### src/rtl/index_extractor_rr.sv
// index_extractor_rr: round-robin AR/AW request front end that packs accepted requests into the request FIFO
module index_extractor_rr #(
    parameter int ADDR_WIDTH     = 32,
    parameter int ID_WIDTH       = 8,
    parameter int INDEX_BIT_SIZE = 4,
    parameter int OFFSET_BITS    = 6,
    parameter int CNT_WIDTH      = 16,
    localparam int ENTRY_WIDTH   = 1 + ID_WIDTH + ADDR_WIDTH
) (
    input  logic                      clk,
    input  logic                      rst,
    input  logic [ID_WIDTH-1:0]       arid_i,
    input  logic [ADDR_WIDTH-1:0]     araddr_i,
    input  logic                      arvalid_i,
    output logic                      arready_o,
    input  logic [ID_WIDTH-1:0]       awid_i,
    input  logic [ADDR_WIDTH-1:0]     awaddr_i,
    input  logic                      awvalid_i,
    output logic                      awready_o,
    input  logic                      fifo_afull_i,
    output logic                      fifo_wr_en_o,
    output logic [ENTRY_WIDTH-1:0]    fifo_data_o,
    output logic [INDEX_BIT_SIZE-1:0] index_o,
    output logic [CNT_WIDTH-1:0]      rd_cnt_o,
    output logic [CNT_WIDTH-1:0]      wr_cnt_o
);
    logic                      last_aw;
    logic                      wr_en_q;
    logic [ENTRY_WIDTH-1:0]    data_q;
    logic [INDEX_BIT_SIZE-1:0] idx_q;
    logic                      open;

    // Contention goes to the channel that did not win last; a lone valid is granted directly.
    assign open      = !rst && !fifo_afull_i;
    assign arready_o = open && arvalid_i && (!awvalid_i || last_aw);
    assign awready_o = open && awvalid_i && (!arvalid_i || !last_aw);

    // A push registered just before reset is suppressed while rst is high.
    assign fifo_wr_en_o = wr_en_q && !rst;
    assign fifo_data_o  = rst ? '0 : data_q;
    assign index_o      = rst ? '0 : idx_q;

    // Capture the granted request for a push on the following cycle and remember the winner.
    always_ff @(posedge clk) begin
        if (rst) begin
            last_aw <= 1'b1;
            wr_en_q <= 1'b0;
            data_q  <= '0;
            idx_q   <= '0;
        end else begin
            wr_en_q <= arready_o || awready_o;
            data_q  <= awready_o ? {awaddr_i, awid_i, 1'b1} :
                       arready_o ? {araddr_i, arid_i, 1'b0} : '0;
            idx_q   <= awready_o ? awaddr_i[OFFSET_BITS +: INDEX_BIT_SIZE] :
                       arready_o ? araddr_i[OFFSET_BITS +: INDEX_BIT_SIZE] : '0;
            if (arready_o || awready_o)
                last_aw <= awready_o;
        end
    end

    // Per-channel acceptance counters that stick at all-ones.
    always_ff @(posedge clk) begin
        if (rst) begin
            rd_cnt_o <= '0;
            wr_cnt_o <= '0;
        end else begin
            if (arready_o && rd_cnt_o != '1)
                rd_cnt_o <= rd_cnt_o + 1'b1;
            if (awready_o && wr_cnt_o != '1)
                wr_cnt_o <= wr_cnt_o + 1'b1;
        end
    end
endmodule

### config.mk
export PLATFORM = sky130hd
export DESIGN_NAME = index_extractor_rr
export DESIGN_NICKNAME = d
export VERILOG_FILES = /design/src/rtl/index_extractor_rr.sv
export SDC_FILE = /design/constraint.sdc
export NUM_CORES = 1
export LEC_CHECK = 0
export BUFFER_PORTS_ARGS = -buffer_cell sky130_fd_sc_hd__buf_2
export CORE_MARGIN = 3
export CORE_UTILIZATION = 26
export CTS_CLUSTER_DIAMETER = 120
export DETAILED_ROUTE_END_ITERATION = 16
export PLACE_DENSITY = 0.47
export SLEW_MARGIN = 5
export SYNTH_ARGS = -nofsm -noshare
export SYNTH_HDL_FRONTEND = slang
export SYNTH_SLANG_ARGS = --single-unit
### constraint.sdc
create_clock -name clk -period 4.6 [get_ports clk]
set_input_delay 0.92 -clock clk [delete_from_list [all_inputs] [get_ports clk]]
set_output_delay 0.92 -clock clk [all_outputs]
set_load 0.005 [all_outputs]
==> flow_summary.ini <==
[drt]
ant_nets = 0
remaining_drc_errors = 0
drtPass1Iterations = 4
drt_iter0_drc = 117
drt_wl_total_um = 9030
avgRoutedWirePerCell_um = 14.3
via_count = 2873
viasPerCell = 4.55

[die]
die-area_sq_um = 13500
io_pins = 165
die_w_um = 116
dieHeight_um = 116
rows = 39
fp.coreArea_sq_um = 11600
initial_utilization_pct = 27.1

[finish]
antenna_cells = 0
nets = 571
fin_area_sq_um = 4350
drive_above_1_share_pct = 38.4
n_fill_cell = 1222
layout_commonest_cell = buf_2
synthToLayoutAreaGrowth_pct = 38.4
multiInputGateArea_sq_um = 1530
regArea_sq_um = 1500
layout_common_cells = 164 x buf_2, 75 x dfxtp_1, 43 x nor2b_1

[timing]
fmax_ghz = 0.331
worst_pin_slew_ns = 0.784
slew_headroom_pct = 47.8
clock_skew_ns = 0.00548
rsz0062_at_grt = no
setup-violations-final = 0
min_period_over_period_pct = 65.7
tns_ns = 0
hold_viol = 0
min_period_ns = 3.02
finalMaxSlewViolations = 0

[place]
finalWeightedCongestion = 0.730
port_buffers = 164
dpl.hpwl_um = 6690
placed_cell_area_sq_um = 4070

[setup_path]
slowest_delay_ns = 0.50
arrival_ns = 2.10
path_buf_inv = 3
worst_path_dominant_cell_family = compound AO/OA/AOI/OAI gates
cp-start-kind = primary input
path_cells = buf_2 > a211oi_1 > nand2_1 > clkinv_1 > buf_2
worst_path_most_repeated_cell = buf_2
crit_path_top_delay_cell = a211oi_1
worstPathRequired_ns = 3.68
path_class = in2out
crit_path_max_fanout = 7
end_kind = output port

[logic_synthesis]
synth_area_sq_um = 3150
synth.area.top_cells = dfxtp_1 48%, a22o_1 11%, nor2b_1 8.6%
yosysWarnings = 0
synthCells = 327
avgSynthCellArea_sq_um = 9.62
yosysSeqAreaShare_pct = 47.7
synth_cell_types = 38
synth_top_cell_by_area = dfxtp_1
netlist.area_leader.share_pct = 47.7
synth-async-reset-ratio_pct = 0
ys_ff_latch = 75
synth_nets = 414
synthFlopType = dfxtp_1
synth_edf_count = 0

[hold_path]
hold_class = reg2reg

[grt]
overflow = 0
grtUsageTotal_pct = 13.2
grt_pass1_wl_um = 13900
grt_max_degree = 77
grt_pass1_vias = 2795
antenna_found_initial = 0

[pwr]
power.density_nw_per_um2 = 334
ir_drop_uv = 213
leakagePower_nw = 2.05
finalPower_mw = 1.46

[status]
outcome = complete, no violations

[clock_tree]
clkLatencyLatePin_ns = 0.32
htree_levels = 3
root_buffer = clkbuf_16
ctsHoldBuffers = 0
cts_resized = 0
post_cts_buffers = 0
path_clk_slew_ns = 0.06
cts_max_path_buffers = 2
cts_buffers = 9
cts.sinks = 75
cts_tree = yes

[flow_run]
drv_cap = 0
==> final timing paths <==
path         slack [ns]         start  cells after the start           end
max                1.58     arvalid_i                      5     awready_o
min                0.50  rd_cnt_o[15]                      1  rd_cnt_o[15]
max reg2reg        2.36       last_aw                      7   wr_cnt_o[6]
min reg2reg        0.50  rd_cnt_o[15]                      1  rd_cnt_o[15]
==> area by class of cell <==
class | instances | area share (%)
clock inverters | 5 | 1.24
multi-input cells | 226 | 35.0
well taps | 143 | 4.11
inverters | 5 | 0.431
clock buffers | 11 | 5.34
flip-flops and latches | 75 | 34.5
repair buffers | 167 | 19.4
==> layer usage <==
layer / GRT usage [%] / vias to the layer above / share of wire, %
li1: - / 1464 / -
met1: 17.0 / 1322 / 45
met2: 21.6 / 79 / 49
met3: 2.66 / 8 / 4.5
met4: 5.57 / 0 / 1.2
met5: 0 / - / 0
==> power breakdown <==
part	internal [mW]	switching, mW	total [mW]
sequential	0.668	0.00500	0.673
combinational	0.0546	0.0480	0.103
clock	0.418	0.263	0.681
==> cells in the mapped netlist, drive strengths merged, types with 4 or more instances <==
| cell type | number |
|---|---|
| dfxtp | 75 |
| nor2b | 43 |
| a22o | 40 |
| nor2 | 34 |
| xnor2 | 22 |
| nor3 | 15 |
| clkbuf | 12 |
| nand2 | 12 |
| nand4 | 12 |
| buf | 9 |
| nand3 | 8 |
| and3 | 5 |
| nor4 | 5 |
| a21oi | 4 |
| and4 | 4 |
==> registers in the layout (all words and copies together) (netlist names) <==
signal    flops
data_q       41
last_aw       1
rd_cnt_o     16
wr_cnt_o     16
wr_en_q       1
==> through the flow <==
| step | hold slack, ns | instances | setup WS (ns) | utilization [%] |
|---|---|---|---|---|
| final | 0.501 | 632 | 1.58 | 37.5 |
| after global routing | 0.531 | 632 | 1.43 | 37.5 |
| after CTS | 0.503 | 632 | 1.49 | 37.5 |
| after detailed placement | 0.488 | 616 | 1.50 | 35.0 |
| after global placement | 0.477 | 616 | 1.52 | 35.0 |
| after floorplan | 0.450 | 327 | 1.93 | - |
==> kinds of logic (layout without fill, tap and decap cells) <==
logic type	Yosys count	count (layout)	synth area share [%]
flip-flops	75	75	47.7
XOR/XNOR	23	23	6.40
adder cells (fa/ha/maj)	2	2	0.795
multiplexers	3	3	1.11
buffers and inverters	26	188	3.78
AO/OA/AOI/OAI	53	53	13.9
AND/OR/NAND/NOR	145	145	26.3
Note: power is estimated with default switching activity, not from simulation.
